[src/rtl/encode_n_priority_reg.sv]
// Registered N-input priority encoder with sticky request capture, fixed or round-robin
// selection, and a valid/ready output handshake.
module encode_n_priority_reg #(
    parameter int unsigned N    = 8,
    parameter int unsigned W    = 3,
    parameter int unsigned MODE = 0
) (
    input  logic         clk,
    input  logic         rst_n,
    input  logic [N-1:0] I,
    input  logic         CLR,
    input  logic         RDY,
    output logic [W-1:0] Y,
    output logic         V,
    output logic [N-1:0] PEND
);

    typedef enum logic [0:0] {StIdle, StOffer} state_e;

    localparam logic [W-1:0] LastIdx = W'(N - 1);

    state_e         state_q, state_d;
    logic [N-1:0]   pend_q, pend_d;
    logic [W-1:0]   y_q, y_d;
    logic [W-1:0]   ptr_q, ptr_d;
    logic [N-1:0]   onehot_y;
    logic [N-1:0]   src;
    logic [W-1:0]   sel;
    logic           accept;

    function automatic logic [W-1:0] select_idx(input logic [N-1:0] s, input logic [W-1:0] p);
        logic [W-1:0] r;
        logic         found;
        int           k;
        r     = '0;
        found = 1'b0;
        if (MODE == 0) begin
            for (int i = N - 1; i >= 0; i--) begin
                if (s[i]) r = W'(i);
            end
        end else begin
            for (int j = 0; j < N; j++) begin
                k = int'(p) + j;
                if (k >= N) k = k - N;
                if (!found && s[k]) begin
                    r     = W'(k);
                    found = 1'b1;
                end
            end
        end
        return r;
    endfunction

    always_ff @(posedge clk or negedge rst_n) begin
        if (!rst_n) begin
            state_q <= StIdle;
            pend_q  <= '0;
            y_q     <= '0;
            ptr_q   <= '0;
        end else begin
            state_q <= state_d;
            pend_q  <= pend_d;
            y_q     <= y_d;
            ptr_q   <= ptr_d;
        end
    end

    always_comb begin
        onehot_y = {{(N-1){1'b0}}, 1'b1} << y_q;
        accept   = (state_q == StOffer) && RDY;
        src      = accept ? (pend_q & ~onehot_y) : pend_q;

        ptr_d = ptr_q;
        if (MODE != 0 && accept) ptr_d = (y_q == LastIdx) ? '0 : y_q + 1'b1;
        if (MODE == 0) ptr_d = '0;

        // Next pick after an accept searches from the pointer being loaded this edge.
        sel = select_idx(src, ptr_d);

        pend_d  = (pend_q & ~(accept ? onehot_y : '0)) | I;
        state_d = state_q;
        y_d     = y_q;

        unique case (state_q)
            StIdle: begin
                if (|pend_q) begin
                    y_d     = sel;
                    state_d = StOffer;
                end
            end
            StOffer: begin
                if (accept) begin
                    if (|src) y_d = sel;
                    else      state_d = StIdle;
                end
            end
            default: state_d = StIdle;
        endcase

        if (CLR) begin
            pend_d  = '0;
            y_d     = '0;
            ptr_d   = '0;
            state_d = StIdle;
        end
    end

    always_comb begin
        V    = (state_q == StOffer);
        Y    = y_q;
        PEND = pend_q;
    end

endmodule
[config.mk]
export PLATFORM = sky130hd
export DESIGN_NAME = encode_n_priority_reg
export DESIGN_NICKNAME = d
export VERILOG_FILES = /design/src/rtl/encode_n_priority_reg.sv
export SDC_FILE = /design/constraint.sdc
export NUM_CORES = 1
export LEC_CHECK = 0
export CAP_MARGIN = 25
export CORE_MARGIN = 4
export CORE_UTILIZATION = 44
export DETAILED_ROUTE_END_ITERATION = 10
export PLACE_DENSITY = 0.78
export SETUP_SLACK_MARGIN = 0.5
export SYNTH_ARGS = -nofsm -noshare
export SYNTH_HDL_FRONTEND = slang
export SYNTH_SLANG_ARGS = --single-unit
export TNS_END_PERCENT = 100
[constraint.sdc]
create_clock -name clk -period 2 [get_ports clk]
set_input_delay 0.4 -clock clk [delete_from_list [all_inputs] [get_ports clk]]
set_output_delay 0.4 -clock clk [all_outputs]
set_load 0.01 [all_outputs]
* Word-level counts from Yosys, hierarchy flattened
Index checks and enable logic that the tools add are counted.
** Storage, ports and cells
- Flip-flop bits (word level) :: 12
- Output and inout bits :: 12
- Input port bits :: 12
- Logic and storage cells :: 38
** Cells by class
- Reductions and logical operators :: 4
- Bitwise logic cells :: 6
- Shifts and indexed selects :: 1
- Multiplexer cells :: 21
- Equal/unequal tests :: 3
** Operators with widths (count)
- two-way mux 3 bit :: 12
- two-way mux 8 bit :: 3
- AND 8 bit :: 2
- inverter 8 bit :: 2
- OR reduction 8 bit :: 2
- OR 8 bit :: 1
- left shift 1 x 3 -> 8 bit (first input constant) :: 1
- inequality test 3 x 2 -> 1 bit (second input constant) :: 2
- case mux 3 bit (2 select lines) :: 1
- two-way mux 1 bit :: 4
- inequality test 3 bit (second input constant) :: 1
- AND reduction 3 bit :: 1
- case mux 1 bit (2 select lines) :: 1
- logical AND 1 bit :: 1
- inverter 1 bit :: 1

* Longest topological paths before layout
Gate-level depths: netlist (run 1).
- Depth in word-level cells :: 16
- Mapped depth :: 7
- Gate-level depth less buffers :: 6

* Worst setup path after synthesis (run 1)
Ideal clock, no wire load.
- Path kind :: register to register
- Start point :: register y_q[0] (netlist: Y[0])
- End point :: register y_q[0] (netlist: Y[0])
- Path buffers :: 1
- Slack :: 125 ps
- Arrival :: 1753 ps
- Library setup time :: 122 ps
- Clock period less this slack :: 1875 ps
- Required time :: 1878 ps
- Cell stages (with the launch flop) :: 8
- Cells stage by stage :: dfrtp_1 buf_6 inv_4 or4_4 o2bb2ai_2 and3_4 o21ai_0 a32o_1
** Between the ends
- Longest elaborated chain between the ends :: 16
- Elaborated cells between the ends (all ways) :: 20
- Classes of those cells :: 1 x eq/ne; 1 x shift; 14 x mux; 2 x bitwise; 2 x reduce/logical
** Ends and longest elaborated chain
- start, declared :: line 24 : logic [W-1:0] y_q, y_d;
- start signal, assigned :: line 63 : y_q <= y_d;
- left shift 1 x 3 -> 8 bit (*) :: line 69 : onehot_y = {{(N-1){1'b0}}, 1'b1} << y_q;
- inverter 8 bit (*) :: line 71 : src = accept ? (pend_q & ~onehot_y) : pend_q;
- AND 8 bit (*) :: line 71
- two-way mux 8 bit (*) :: line 71
- two-way mux 3 bit (8 in series) :: line 39 : if (s[i]) r = W'(i);
- two-way mux 3 bit :: line 93 : if (|src) y_d = sel;
- two-way mux 3 bit :: line 92 : if (accept) begin
- case mux 3 bit (2 select lines) :: line 84 : unique case (state_q)
- two-way mux 3 bit :: line 100 : if (CLR) begin
Mark *: on every way between the ends. The rest lies on a longest branch, timed or not. The select of a mux whose other input is x is not followed.
A chain may end at the register's enable or synchronous reset.

* Worst setup path in the final report (run 1)
- Start point :: register state_q (netlist: V)
- End point :: register y_q[0] (netlist: Y[0])
** Between the ends
- Longest elaborated chain between the ends :: 14
- Elaborated cells between the ends (all ways) :: 21
- Classes of those cells :: 3 x eq/ne; 14 x mux; 1 x bitwise; 3 x reduce/logical
** Ends and longest elaborated chain
- start, declared :: line 22 : state_e state_q, state_d;
- start signal, assigned :: line 56 : state_q <= StIdle;
- start signal, assigned :: line 61 : state_q <= state_d;
- logical AND 1 bit :: line 70 : accept = (state_q == StOffer) && RDY;
- two-way mux 8 bit :: line 71
- two-way mux 3 bit (8 in series) :: line 39
- two-way mux 3 bit :: line 93
- two-way mux 3 bit :: line 92
- case mux 3 bit (2 select lines) :: line 84
- two-way mux 3 bit :: line 100
Several ways; a longest one is shown, not always the timed one. The select of a mux whose other input is x is not followed.

==> impl_metrics.json, run 1 <==
{
  "insertion_delay_ns": 0.28,
  "synth_cell_type_count": 32,
  "syn_avg_cell_area_um2": 8.90,
  "num_vias": 895,
  "area_growth_syn_to_layout_pct": 71.4,
  "fin_tns_setup_ns": 0,
  "synth.area.top_cells": "dfrtp_1 (41%), a21oi_1 (4.8%), o21ai_0 (4.8%), nor2_1 (4.6%), mux2i_1 (4.1%)",
  "wl_mm": 2.60,
  "ys_seq_area_share_pct": 41.2,
  "power_mw": 0.714,
  "hold_viol": 0,
  "initial_core_util_pct": 47.3,
  "maxCapViolCount": 0,
  "nets": 143,
  "synthTopCellsByCount": "dfrtp_1 (12), nor2_1 (9), a21oi_1 (7), inv_1 (7), o21ai_0 (7)",
  "grt_usage_pct": 20.1,
  "crit_path_end_kind": "flop",
  "yosysWarnings": 0,
  "tightestPinTransition_ns": 0.569,
  "timing.fmax_mhz": 527,
  "crit_required_ns": 2.17,
  "status": "completed",
  "cts-root-buf": "clkbuf_4",
  "worstPathArrival_ns": 2.07,
  "grt_pass1_wl_mm": 3.85,
  "power.density_mw_per_mm2": 571,
  "netlist_area_um2": 729,
  "place_ws_ns": -0.415,
  "crit_fanout": 3,
  "routed_via_density": 6.13,
  "setup_viol": 0,
  "drtIter0Drc": 32,
  "cts_tree": "built",
  "crit_type": "flop to flop",
  "postLayoutSetupSlackWorst_ns": 0.101,
  "cp-start-kind": "flop",
  "grt_pass1_vias": 856,
  "gp_congestion": 0.851,
  "period_share_pct": 95.0,
  "grt_max_degree": 13,
  "rsz0062_at_grt": "true",
  "num_rows": 14,
  "die_w_um": 48.7,
  "period_needed_ns": 1.90,
  "cts_hold_buf": 0,
  "htreeDepth": 1,
  "drtPass1Iterations": 4,
  "synth_top_area_share_pct": 41.2,
  "synthArstFlopShare_pct": 100,
  "synth-edff-count": 0,
  "dieArea_mm2": 0.00237,
  "r2r-start": "V",
  "min_path_type": "primary input to async pin",
  "postSynthCellCount": 82,
  "drv_slew": 0,
  "dpl.hpwl_mm": 1.62,
  "synth_seq_cells": 12,
  "synth_flop_cell": "dfrtp_1",
  "ir_drop_mv": 0.473,
  "antenna_cells": 0,
  "cts_buffer_depth": 2,
  "cts_buffers": 3,
  "r2r_slack_ns": 0.10,
  "fp.dieH_um": 48.7,
  "wire_per_inst_um": 17.8,
  "clk_pin_slew_worst_paths_ns": 0.09,
  "syn_nets": 94,
  "cellLeakagePower_nw": 0.591,
  "drc": 0,
  "antenna_found_initial": 0,
  "overflow": 0,
  "cts_sinks": 12,
  "yosysMostFrequentCell": "dfrtp_1",
  "reg2reg_to": "Y[0]",
  "synth_largest_area_cell": "dfrtp_1",
  "core-area_mm2": 0.00154,
  "antenna_left": 0,
  "drive_gt1_share_pct": 40.0,
  "io_pins": 24,
  "port_buffers": 23,
  "skew_ns": 0.00553,
  "relSlewSlack_pct": 62.0,
  "holdWs_ns": 0.480,
  "worst_r2r_path_depth": 7
}
through the flow:
step                utilization (%)  std cells  cell area (µm²)
global route                   81.1        146             1250
global placement               69.7        129             1070
finish                         81.1        146             1250
CTS                            76.1        142             1170
floorplan                         -         82              772
detailed placement             69.7        129             1070
worst max-delay path by stage:
stage	endpoint	from	slack [ns]
after floorplan	Y[0]	Y[2]	0.18
after global routing	Y[0]	V	0.0009
after CTS	Y[0]	Y[2]	0.17
after detailed placement	Y[0]	RDY	-0.42
final	Y[0]	V	0.10
after global placement	Y[2]	RDY	-0.35
cell type report:
class                   instances  area (µm²)
multi-input cells              58         442
repair buffers                 48         410
flip-flops and latches         12         309
fillers                        94         292
clock buffers                   4        36.3
inverters                       8        32.5
well taps                      16        20.0
logic make-up after synthesis:
| kind of cell | share of synthesized area [%] |
|---|---|
| compound gates | 25.9 |
| buf+inv | 7.89 |
| mux | 4.12 |
| flops | 41.2 |
| simple gates | 20.9 |
flip-flops by register name, indices dropped and copies added (netlist names):
signal  count
V           1
PEND        8
Y           3
worst max-delay path: stages, from the launching register on:
cell	delay (ns)
dfrtp_2	0.43
buf_4	0.14
nand4_1	0.16
nor3_2	0.09
o311a_1	0.38
and3_4	0.18
o22a_4	0.20
a32o_1	0.21
routing by layer:
metal,vias to the layer above,part of all wire [%],GRT usage [%]
met5,-,0,0
li1,396,-,-
met2,73,49,33.0
met4,0,4.6,8.07
met3,12,9.7,4.60
met1,414,37,25.0
placed cells by master, fill, tap and decap left out, types with 2 or more instances in the layout:
cell type	count
buf_4	24
dlygate4sd2_1	11
clkdlybuf4s50_1	10
nor2_1	9
dfrtp_2	7
inv_1	7
a21oi_1	7
dfrtp_1	5
nand2_1	5
o21ai_0	4
o21ai_1	3
mux2i_1	3
clkbuf_4	3
or3_1	2
o41ai_2	2
nor3_2	2
power breakdown:
| group | internal, mW | total (mW) | switching (mW) |
|---|---|---|---|
| clock network | 0.111 | 0.201 | 0.0906 |
| logic | 0.120 | 0.220 | 0.0998 |
| registers | 0.262 | 0.293 | 0.0308 |
timing repair:
action                     4_1_cts  5_1_grt
setup buffers                    9        4
setup endpoints to repair       20        5
cloned                           0        0
pin swaps                        1        3
gates resized for setup         20       13
(Power assumes the default switching activity.)
==> inputs of run 2 (changes only) <==
--- a/config.mk
+++ b/config.mk
@@ -6,9 +6,12 @@
 export NUM_CORES = 1
 export LEC_CHECK = 0
 export CAP_MARGIN = 25
+export CELL_PAD_IN_SITES_DETAIL_PLACEMENT = 0
+export CELL_PAD_IN_SITES_GLOBAL_PLACEMENT = 1
 export CORE_MARGIN = 4
-export CORE_UTILIZATION = 44
+export CORE_UTILIZATION = 32
 export DETAILED_ROUTE_END_ITERATION = 10
+export GPL_TIMING_DRIVEN = 0
 export PLACE_DENSITY = 0.78
 export SETUP_SLACK_MARGIN = 0.5
 export SYNTH_ARGS = -nofsm -noshare
==> run 2 against run 1 <==
Core utilization decreased by 29 points. Sequential power decreased by 3%. Sequential cell count unchanged. Die area increased by 31%. Sequential share of layout area increased by 1.9 points. Final area decreased by 7.9%. Register-to-register slack improved by 0.02 ns. Non-clock buffer count decreased by 12. Final cell count decreased by 0.68%. Global-route usage decreased by 5.6 points. Routed wire length decreased by 19%. Largest cell class unchanged.
==> impl_metrics.json, run 2 (synthesis results as in run 1) <==
{
  "grt_max_degree": 13,
  "cts_tree": "built",
  "final_cells": 145,
  "routed_via_density": 5.30,
  "wire_per_inst_um": 14.5,
  "r2r-start": "Y[2]",
  "maxCapViolCount": 0,
  "reg2reg_to": "Y[1]",
  "mostFrequentLayoutCell": "dlygate4sd2_1",
  "fill_cells": 216,
  "power.density_mw_per_mm2": 554,
  "r2r_slack_ns": 0.13,
  "dpl.hpwl_mm": 1.48,
  "insertion_delay_ns": 0.27,
  "skew_ns": 0.00541,
  "design_area_mm2": 0.00115,
  "nets": 131,
  "wl_mm": 2.10,
  "fin_util_pct": 52.5,
  "crit_fanout": 9,
  "fin_tns_setup_ns": 0,
  "rsz0062_at_grt": "true",
  "crit_type": "flop to flop",
  "place_ws_ns": -0.458,
  "period_needed_ns": 1.87,
  "htreeDepth": 1,
  "cts_hold_buf": 0,
  "clk_pin_slew_worst_paths_ns": 0.08,
  "power_mw": 0.638,
  "timing.fmax_mhz": 533,
  "largest_reg_flops": 8,
  "port_buffers": 23,
  "layout_common_cells": "dlygate4sd2_1 (12), clkdlybuf4s50_1 (10), nor2_1 (9), buf_4 (9)",
  "io_pins": 24,
  "cp-start-kind": "flop",
  "grt_pass1_wl_mm": 3.48,
  "drive_gt1_share_pct": 29.1,
  "placed_cells": 133,
  "antenna_found_initial": 0,
  "cts_buffer_depth": 2,
  "tightestPinTransition_ns": 0.553,
  "drtIter0Drc": 22,
  "drc": 0,
  "fp.dieH_um": 55.7,
  "die_w_um": 55.7,
  "grt_pass1_vias": 770,
  "cellLeakagePower_nw": 0.531,
  "crit_path_end_kind": "flop",
  "num_vias": 769,
  "crit_required_ns": 2.20,
  "drv_slew": 0,
  "cts_buffers": 3,
  "relSlewSlack_pct": 63.1,
  "initial_core_util_pct": 33.3,
  "cts_sinks": 12,
  "grt_usage_pct": 14.4,
  "dieArea_mm2": 0.00311,
  "gp_congestion": 0.764,
  "holdWs_ns": 0.478,
  "setup_viol": 0,
  "postLayoutSetupSlackWorst_ns": 0.125,
  "area_growth_syn_to_layout_pct": 57.8,
  "worstPathArrival_ns": 2.07,
  "period_share_pct": 93.7,
  "ir_drop_mv": 0.315,
  "placed_area_mm2": 0.00104,
  "antenna_cells": 0,
  "multi_input_area_um2": 432,
  "overflow": 0,
  "cts-root-buf": "clkbuf_4",
  "core-area_mm2": 0.00219,
  "antenna_left": 0,
  "worst_r2r_path_depth": 6,
  "seqCellArea_um2": 307,
  "drtPass1Iterations": 4,
  "hold_viol": 0,
  "status": "completed",
  "num_rows": 17,
  "min_path_type": "primary input to async pin"
}
[run 2: cell types whose count changed in the layout (fill, tap and decap cells not counted), moves of 2 or more]
cell     before  now
o41ai_2       2    0
o21ai_1       3    1
dfrtp_1       5    7
dfrtp_2       7    5
buf_4        24    9
buf_6         1    3
[run 2: what timing repair did]
action,CTS,global route
endpoints found under the setup margin,19,5
hold endpoints to repair,0,0
setup buffers,3,6
gates resized for setup,19,5
[run 2: final cells by class]
| cell class | instances | share of cell area, % |
|---|---|---|
| buffer | 4 | 3.26 |
| clock buffer | 3 | 1.96 |
| inverter | 8 | 2.83 |
| multi-input combinational | 58 | 37.5 |
| sequential | 12 | 26.6 |
| tap | 28 | 3.04 |
| timing repair buffer | 32 | 24.8 |
[run 2: where the power goes]
| group | switching (mW) | internal (mW) |
|---|---|---|
| registers | 0.0224 | 0.262 |
| logic | 0.0947 | 0.106 |
| clock network | 0.0835 | 0.0697 |
[run 2: layer usage]
metal	wire (µm)	share of wire (%)	track usage, %
met1	928	44	16.7
met2	1050	50	24.3
met3	80	3.8	3.25
met4	46	2.2	7.99
met5	0	0	0
[run 2: worst max-delay path by stage]
stage	end	startpoint	slack, ns	cells after the start
2_1_floorplan	Y[0]	Y[2]	0.18	6
6_report	Y[1]	Y[2]	0.13	6
3_5_place_dp	Y[2]	RDY	-0.46	7
5_1_grt	Y[1]	Y[2]	0.04	6
4_1_cts	Y[1]	Y[2]	0.13	6
3_3_place_gp	Y[1]	RDY	-0.49	7
[run 2: worst max-delay path: stages (launching register included)]
cell       delay [ns]
dfrtp_1          0.39
buf_6            0.14
or4_4            0.57
o2bb2ai_4        0.16
and3_4           0.21
o22a_4           0.14
mux2i_1          0.18
